## src/rtl/audio_pkg.sv

```systemverilog
// Shared types for the note sequencer: FSM states, event field widths and the
// packed word stored in the event FIFO.
package audio_pkg;

  localparam int NOTE_W = 7;
  localparam int LEN_W  = 8;

  typedef enum logic [1:0] {
    IDLE = 2'd0,
    GATE = 2'd1,
    REST = 2'd2
  } state_t;

  typedef struct packed {
    logic [NOTE_W-1:0] note;
    logic [LEN_W-1:0]  gate_len;
    logic [LEN_W-1:0]  rest_len;
  } event_t;

endpackage

```

## src/rtl/note_event_fifo.sv

```systemverilog
// Event queue with a registered head-of-queue word; a push into an empty queue
// becomes visible to the reader one cycle later.
module note_event_fifo
  import audio_pkg::*;
#(
  parameter int DEPTH = 16
) (
  input  logic                   sample_clock,
  input  logic                   rst,
  input  logic                   flush,
  input  logic                   push,
  input  logic                   pop,
  input  event_t                 din,
  output event_t                 dout,
  output logic [$clog2(DEPTH):0] level,
  output logic                   full,
  output logic                   empty
);

  localparam int AW  = $clog2(DEPTH);
  localparam int LVW = AW + 1;
  localparam logic [AW:0] FULL_LVL = LVW'(DEPTH);

  event_t          mem [DEPTH];
  logic [AW-1:0]   wr_ptr;
  logic [AW-1:0]   rd_ptr;
  logic            do_push;
  logic            do_pop;
  logic [AW:0]     remain;

  assign full    = (level == FULL_LVL);
  assign empty   = (level == '0);
  assign do_push = push & ~full & ~flush;
  assign do_pop  = pop & ~empty & ~flush;
  assign remain  = level - LVW'(do_pop);

  always_ff @(posedge sample_clock) begin
    if (do_push) mem[wr_ptr] <= din;
  end

  always_ff @(posedge sample_clock or posedge rst) begin
    if (rst) begin
      wr_ptr <= '0;
      rd_ptr <= '0;
      level  <= '0;
      dout   <= '0;
    end else if (flush) begin
      wr_ptr <= '0;
      rd_ptr <= '0;
      level  <= '0;
    end else begin
      if (do_push) wr_ptr <= wr_ptr + AW'(1);
      if (do_pop)  rd_ptr <= rd_ptr + AW'(1);
      level <= level + LVW'(do_push) - LVW'(do_pop);
      // Head word tracks whichever entry will be at the front after this edge.
      if (remain == '0) begin
        if (do_push) dout <= din;
      end else if (do_pop) begin
        dout <= mem[rd_ptr + AW'(1)];
      end
    end
  end

endmodule

```

## src/rtl/note_sequencer.sv

```systemverilog
// Plays queued note events as note/gate pairs for one voice; timing counts
// ticks of a programmable sample-clock prescaler.
module note_sequencer
  import audio_pkg::*;
#(
  parameter int DEPTH = 16,
  parameter int LW    = LEN_W
) (
  input  logic                   sample_clock,
  input  logic                   rst,
  input  logic [15:0]            tick_div,
  input  logic                   enable,
  input  logic                   flush,
  input  logic                   ev_valid,
  output logic                   ev_ready,
  input  logic [NOTE_W-1:0]      ev_note,
  input  logic [LW-1:0]          ev_gate_len,
  input  logic [LW-1:0]          ev_rest_len,
  output logic [NOTE_W-1:0]      note,
  output logic                   gate,
  output logic                   busy,
  output logic [$clog2(DEPTH):0] level,
  output logic                   underrun
);

  state_t            state_q, state_d;
  logic [LW-1:0]     cnt_q, cnt_d;
  logic [LW-1:0]     rest_q, rest_d;
  logic [15:0]       pcnt_q, pcnt_d;
  logic [NOTE_W-1:0] note_d;
  logic              gate_d;
  logic              underrun_d;
  logic [15:0]       div_eff;
  logic              tick;
  logic              pop;
  logic              start;
  logic              full;
  logic              empty;
  event_t            din;
  event_t            head;

  assign din      = '{note: ev_note, gate_len: ev_gate_len, rest_len: ev_rest_len};
  assign ev_ready = ~full & ~flush;

  note_event_fifo #(.DEPTH(DEPTH)) u_fifo (
    .sample_clock (sample_clock),
    .rst          (rst),
    .flush        (flush),
    .push         (ev_valid),
    .pop          (pop),
    .din          (din),
    .dout         (head),
    .level        (level),
    .full         (full),
    .empty        (empty)
  );

  // The >= compare lets a lowered divisor take effect without losing a tick.
  always_comb begin
    div_eff = (tick_div == 16'd0) ? 16'd1 : tick_div;
    tick    = (pcnt_q >= div_eff - 16'd1);
  end

  always_comb begin
    state_d    = state_q;
    cnt_d      = cnt_q;
    rest_d     = rest_q;
    pcnt_d     = pcnt_q;
    note_d     = note;
    gate_d     = gate;
    underrun_d = 1'b0;
    pop        = 1'b0;
    start      = 1'b0;
    if (flush) begin
      state_d = IDLE;
      cnt_d   = '0;
      pcnt_d  = '0;
      gate_d  = 1'b0;
    end else if (enable) begin
      pcnt_d = tick ? 16'd0 : pcnt_q + 16'd1;
      unique case (state_q)
        IDLE: start = ~empty;
        GATE: begin
          if (tick) begin
            if (cnt_q == LW'(1)) begin
              gate_d  = 1'b0;
              cnt_d   = rest_q;
              state_d = REST;
            end else begin
              cnt_d = cnt_q - LW'(1);
            end
          end
        end
        REST: begin
          // A zero rest still holds the gate low for one cycle so the voice retriggers.
          if (cnt_q == '0 || (tick && cnt_q == LW'(1))) begin
            if (!empty) begin
              start = 1'b1;
            end else begin
              state_d    = IDLE;
              underrun_d = 1'b1;
            end
          end else if (tick) begin
            cnt_d = cnt_q - LW'(1);
          end
        end
        default: state_d = IDLE;
      endcase
      if (start) begin
        pop    = 1'b1;
        pcnt_d = '0;
        note_d = head.note;
        rest_d = head.rest_len;
        if (head.gate_len != '0) begin
          cnt_d   = head.gate_len;
          gate_d  = 1'b1;
          state_d = GATE;
        end else begin
          cnt_d   = head.rest_len;
          gate_d  = 1'b0;
          state_d = REST;
        end
      end
    end
  end

  always_ff @(posedge sample_clock or posedge rst) begin
    if (rst) begin
      state_q  <= IDLE;
      cnt_q    <= '0;
      rest_q   <= '0;
      pcnt_q   <= '0;
      note     <= '0;
      gate     <= 1'b0;
      busy     <= 1'b0;
      underrun <= 1'b0;
    end else begin
      state_q  <= state_d;
      cnt_q    <= cnt_d;
      rest_q   <= rest_d;
      pcnt_q   <= pcnt_d;
      note     <= note_d;
      gate     <= gate_d;
      busy     <= (state_d != IDLE);
      underrun <= underrun_d;
    end
  end

endmodule

```

## config.mk

```make
export PLATFORM = sky130hd
export DESIGN_NAME = note_sequencer
export DESIGN_NICKNAME = d
export VERILOG_FILES = /design/src/rtl/audio_pkg.sv /design/src/rtl/note_event_fifo.sv /design/src/rtl/note_sequencer.sv
export SDC_FILE = /design/constraint.sdc
export NUM_CORES = 1
export LEC_CHECK = 0
export ABC_AREA = 1
export ABC_CLOCK_PERIOD_IN_PS = 4700
export CAP_MARGIN = 20
export CORE_ASPECT_RATIO = 1.4
export CORE_MARGIN = 1
export CORE_UTILIZATION = 35
export DETAILED_ROUTE_END_ITERATION = 6
export SLEW_MARGIN = 20
export SYNTH_ARGS = -nofsm -noshare
export SYNTH_HDL_FRONTEND = slang
export SYNTH_SLANG_ARGS = --single-unit
```

## constraint.sdc

```tcl
create_clock -name sample_clock -period 4.7 [get_ports sample_clock]
set_clock_uncertainty 0.2 [all_clocks]
set_input_delay 0.47 -clock sample_clock [delete_from_list [all_inputs] [get_ports sample_clock]]
set_output_delay 0.47 -clock sample_clock [all_outputs]
set_load 0.02 [all_outputs]
```

== Yosys cells after proc, flatten, opt, wreduce, memory -nomap -nowiden ==
Memories as Yosys holds them, arrays and structs flattened.
Cells that the tools add are included.

* Reductions and logical operators: 21
* Bitwise logic cells: 8
* $add $sub $neg: 8
* Multiply operators: 0
* Mux-type cells: 53
* Equal/unequal tests: 8
* Div/mod/pow operators: 0
* Shift-type cells: 0
* $lt $le $gt $ge: 1

{| class="wikitable"
|+ Operator list
! operator !! count
|-
| $mux W16 || 5
|-
| $mux W23 || 3
|-
| $mux W8 || 8
|-
| $mux W1 || 21
|-
| $add A16 B1 Y16 const B || 1
|-
| $ge A16 B16 Y1 || 1
|-
| $logic_not A16 Y1 || 1
|-
| $mux W2 || 8
|-
| $mux W4 || 4
|-
| $pmux W8 S2 || 1
|-
| $sub A16 B1 Y16 const B || 1
|-
| $ne A4 B4 Y1 const B || 3
|-
| $logic_not A5 Y1 || 2
|-
| $reduce_bool A2 Y1 || 5
|-
| $sub A5 B1 Y5 || 2
|-
| $reduce_bool A3 Y1 || 3
|-
| $add A4 B1 Y4 const B || 2
|-
| $eq A8 B1 Y1 const B || 1
|-
| $logic_not A8 Y1 || 1
|-
| $reduce_bool A8 Y1 || 1
|-
| $sub A8 B1 Y8 const B || 1
|-
| $pmux W2 S3 || 1
|-
| $reduce_and A3 Y1 || 2
|-
| $add A5 B1 Y5 || 1
|-
| 14 further kinds || 20
|}

* Flip-flop bits (word level): 80
* RAM bits: 368
* Memories: 1
* Bits in read-only memories: 0
* Bits in latches: 0
* Output and inout bits: 16
* Logic and storage cells: 114

{| class="wikitable"
|+ Memories
! name !! words !! bits a word !! rd ports !! clocked after Yosys merged registers in !! wr ports !! RTL line !! text
|-
| u_fifo.mem || 16 || 23 || 1 || 0 || 1 || note_event_fifo.sv:24 || <nowiki>event_t mem [DEPTH];</nowiki>
|}

== Longest topological paths before layout ==
* Depth after elaboration: 19
* Mapped depth: 35
* Mapped depth without buffers: 33

== Cells and area by module ==
From an unflattened synthesis, not the netlist that was laid out.

* Cells, all modules: 2,033
* Area total of the unflattened synthesis: 20,462.1 µm²

{| class="wikitable"
|+ By module, submodules not included
! module !! sequential area each (µm²) !! area an instance (µm²) !! times used !! cells each
|-
| note_event_fifo || 11,951.5 || 17,027.6 || 1 || 1,561
|-
| note_sequencer || 1,101.1 || 3,434.5 || 1 || 472
|}

== Least setup slack after synthesis ==
No wires, ideal clock.

* Kind: input to register
* Start point: input tick_div[5]
* End point: register u_fifo.dout[0] in the netlist's numbering
* Data arrival time: 4.368 ns
* Path slack: 0.014 ns
* Stages on the path: 33
* Data required time: 4.382 ns
* Cell sequence: nor2_1 > nand2_1 > nor2_1 > nand4_1 > nand2_1 > inv_1 > ha_1 > nand2_1 > nor3_1 > nand3b_1 > xnor2_1 > inv_1 > ha_1 > nand2_1 > o21ai_0 > a21oi_1 > nand2_2 > nand2_4 > nand2_4 > nand3_4 > nand2_2 > nand2_2 > buf_6 > inv_1 > ha_1 > inv_1 > a211oi_1 > o2111ai_2 > o21ai_0 > a21oi_4 > buf_6 > nand2_1 > o21ai_2

* Cells in the longest elaborated chain, start to end: 19
* Elaborated cells between the ends (all ways): 21
* Classes of those cells: add/sub: 2; order compare: 1; eq/ne: 1; mux: 9; bitwise: 2; reduce/logical: 6

{| class="wikitable"
|+ Ends and longest elaborated chain
! item !! RTL line !! text
|-
| start, declared || note_sequencer.sv:11 || <nowiki>input logic [15:0] tick_div,</nowiki>
|-
| $logic_not A16 Y1 || note_sequencer.sv:60 || <nowiki>div_eff = (tick_div == 16'd0) ? 16'd1 : tick_div;</nowiki>
|-
| $mux W16 * || note_sequencer.sv:60 ||
|-
| $sub A16 B1 Y16 * || note_sequencer.sv:61 || <nowiki>tick = (pcnt_q >= div_eff - 16'd1);</nowiki>
|-
| $ge A16 B16 Y1 * || note_sequencer.sv:61 ||
|-
| $logic_and A1 B1 Y1 * || note_sequencer.sv:96 || <nowiki>if (cnt_q == '0 || (tick && cnt_q == LW'(1))) begin</nowiki>
|-
| $logic_or A1 B1 Y1 * || note_sequencer.sv:96 ||
|-
| $mux W1 * || note_sequencer.sv:96 ||
|-
| $pmux W1 S2 * || note_sequencer.sv:81 || <nowiki>unique case (state_q)</nowiki>
|-
| [2 not listed] || -- ||
|-
| $mux W1 * || note_sequencer.sv:109 || <nowiki>if (start) begin</nowiki>
|-
| $mux W1 * || note_sequencer.sv:79 || <nowiki>end else if (enable) begin</nowiki>
|-
| $mux W1 * || note_sequencer.sv:74 || <nowiki>if (flush) begin</nowiki>
|-
| $and A1 B1 Y1 * (2 in a row) || note_event_fifo.sv:34 || <nowiki>assign do_pop = pop & ~empty & ~flush;</nowiki>
|-
| $sub A5 B1 Y5 || note_event_fifo.sv:35 || <nowiki>assign remain = level - LVW'(do_pop);</nowiki>
|-
| $logic_not A5 Y1 || note_event_fifo.sv:56 || <nowiki>if (remain == '0) begin</nowiki>
|-
| $ne A2 B1 Y1 (no source line) / $reduce_bool A2 Y1 (equally long branches) || -- ||
|-
| $reduce_and A3 Y1 (no source line) || -- ||
|-
| end signal, assigned || note_event_fifo.sv:57 || <nowiki>if (do_push) dout <= din;</nowiki>
|-
| end signal, assigned || note_event_fifo.sv:59 || <nowiki>dout <= mem[rd_ptr + AW'(1)];</nowiki>
|-
| end, declared || note_event_fifo.sv:14 || <nowiki>output event_t dout,</nowiki>
|}

Every way passes the cells marked *; elsewhere a longest branch is shown, timed or not. The select of a mux whose other input is x is not followed.
A chain may end at the register's enable or synchronous reset.

== Worst setup path after layout ==
* Start point: input tick_div[8]
* End point: register u_fifo.dout[17] in the netlist's numbering

The elaborated chain is that of the path after synthesis.

==> impl_metrics.yaml <==
outcome:
  status: "completed"
critical_path:
  critical_path_required_ps: 4940
  r2r-end: "u_fifo.dout[17]$_DFFE_PP0P_"
  cpMaxStageDelayCell: "ha_2"
  r2r_slack_ps: 810
  cp_max_fo: 8
  cp.arrival_ps: 4610
  cpMostUsedCell: "nand2_2"
  end_kind: "flop"
  worst_r2r_path_depth: 19
  crit_family: "simple AND/OR/NAND/NOR gates"
  worstReg2RegStart: "u_fifo.level[2]$_DFF_PP0_"
  max_stage_delay_ps: 310
  cp.buffers_inverters: 10
  crit_path_start_kind: "primary input"
  path_class: "in -> reg"
logic_synthesis:
  ys_top_cells_by_count: "368 x edfxtp_1, 289 x nor2_1, 269 x o21ai_0, 167 x nand2_1, 92 x inv_1"
  synth_cell_types: 41
  synth_ff_type: "edfxtp_1"
  avgSynthCellArea_um2: 11.5
  yosys_warnings: 0
  synth_seq_cells: 448
  synth_top_cell_by_area: "edfxtp_1"
  synthesis.area_um2: 19600
  postSynthCellCount: 1706
  synth_top_area_share_pct: 56.4
  synthMostInstantiatedCell: "edfxtp_1"
  synth_edf_count: 368
  synth-async-reset-ratio_pct: 17.9
  ys_top_cells_by_area: "edfxtp_1 56%, dfrtp_1 10%, o21ai_0 6.9%, nor2_1 5.5%, nand2_1 3.2%"
  yosysSeqAreaShare_pct: 66.7
  syn_nets: 1790
clock_tree:
  cts_tree: "done"
  cts.path.max_buffers: 3
  numCtsBuffers: 45
  htree_num_levels: 2
  root_buffer: "clkbuf_16"
  cts_sinks: 448
  clk_pin_slew_ps: 60
  clock_latency_ps: 560
power:
  ir_drop_uv: 276
  power_leakage_nw: 8.33
  powerDensity_nw_per_um2: 523
grt:
  grt_max_degree: 157
  gr-usage-met3_pct: 2.43
  busiest_layer: "met2"
  grt.met1_usage_pct: 21.9
  track_usage_pct: 17.7
  grt_overflow_total: 0
  grt_pass1_wl_mm: 77.5
  grt_util_met2_pct: 31.6
  grt_pass1_vias: 13200
  antenna_found_initial: 1
hold_path:
  hold_path.class: "in -> async"
cells_and_area:
  fillers: 5105
  n_antenna_cell: 0
  layout-drive-gt1-share_pct: 13.5
  design_area_um2: 23100
  nets: 1881
  area_delta_synth_final_pct: 18.1
sta:
  max_freq_mhz: 229
  slew_viol_final: 0
  hold_viol: 0
  period_minus_slack_ps: 4360
  relSlewSlack_pct: 33.2
  finalCritPeriodShare_pct: 92.9
  holdWs_ps: 197
  rsz0062_at_grt: "no"
  tightest_slew_ps: 999
  setup_viol: 0
die:
  start_util_pct: 35.4
  coreArea_um2: 55300
  die_h_um: 282
  rows: 102
  fp.dieW_um: 202
  dieArea_um2: 56900
  pin_count: 60
route:
  wl_per_cell_um: 20.2
  finalWirelength_mm: 51.6
  drt_iter0_drc: 940
  drc: 0
  postRouteAntennaNets: 0
  first_pass_iters: 5
  routed-via-count: 13500
  avgViaCountPerCell: 5.28
placed_design:
  dp_hpwl_mm: 29.4
  port_buffers: 59
  gp_congestion: 0.838
  dpl_cell_area_um2: 21400
job:
  cap_violations: 0
how the worst max path moves through the flow:
stage | start | endpoint | slack [ps] | cells after the start
2_1_floorplan | tick_div[5] | u_fifo.dout[0]$_DFFE_PP0P_ | 10 | 33
3_3_place_gp | tick_div[8] | u_fifo.dout[22]$_DFFE_PP0P_ | -510 | 33
3_5_place_dp | tick_div[9] | u_fifo.dout[22]$_DFFE_PP0P_ | -630 | 32
4_1_cts | tick_div[9] | u_fifo.dout[20]$_DFFE_PP0P_ | 10 | 34
5_1_grt | tick_div[8] | u_fifo.dout[10]$_DFFE_PP0P_ | 100 | 36
6_report | tick_div[8] | u_fifo.dout[17]$_DFFE_PP0P_ | 340 | 36
cells in the final DEF, fill, tap and decap left out, drive strengths merged, types with 43 or more instances in the layout:
master / n
inv: 94
dfrtp: 80
o22ai: 69
o21ai: 297
clkbuf: 63
clkdlybuf4s50: 43
nand2: 172
edfxtp: 368
buf: 76
nor2: 289
repair_timing:
| item | CTS | global route |
|---|---|---|
| pin swaps | 0 | 21 |
| setup endpoints to repair | 23 | 26 |
| gates resized for setup | 3 | 62 |
| hold buffers | 0 | 0 |
| buffers inserted | 0 | 3 |
| hold endpoints to repair | 0 | 0 |
| cloned | 0 | 4 |
cell type report:
| class | count | area [um^2] | area share [%] |
|---|---|---|---|
| clock buffers | 61 | 1210 | 5.22 |
| clock inverters | 20 | 178 | 0.769 |
| inverters | 93 | 354 | 1.53 |
| multi-input cells | 1072 | 6050 | 26.2 |
| flip-flops and latches | 448 | 13100 | 56.5 |
| well taps | 728 | 911 | 3.94 |
| repair buffers | 137 | 1350 | 5.86 |
power breakdown:
part | internal, mW | switching [mW] | total (mW)
logic | 1.47 | 2.43 | 3.90
registers | 4.59 | 0.185 | 4.77
clock network | 1.92 | 1.49 | 3.41
total | 7.98 | 4.10 | 12.1
state kept, by name (all words and copies together), names as in the netlist, 5 cells and up:
signal / flops
cnt_q: 8
u_fifo.dout: 23
pcnt_q: 16
u_fifo.level: 5
rest_q: 8
u_fifo.mem: 368
note: 7
cells by family after synthesis:
family	count (synthesis)	share of synthesized area (%)
flip-flops	448	66.7
buffers and inverters	186	3.85
XOR/XNOR	31	1.43
multiplexers	23	1.32
adder cells (fa/ha/maj)	40	2.59
AND/OR/NAND/NOR	535	11.1
AO/OA/AOI/OAI	443	13.0
layer usage:
metal,share of wire (%),routed length (um)
met5,0.025,13
met4,3.3,1710
met3,5.4,2760
met2,50,26000
met1,41,21100
stage by stage:
stage	worst slack, ps	utilization, %	total power [mW]	std cells	TNS (ps)
floorplan	14.4	-	7.38	1706	0
finish	336	41.8	12.1	2559	0
global route	102	41.8	12.7	2559	0
global placement	-508	38.8	8.48	2471	-12340
detailed placement	-630	38.8	8.58	2471	-15150
CTS	9.91	41.3	12.0	2552	0
Note: power is estimated with default switching activity, not from simulation.
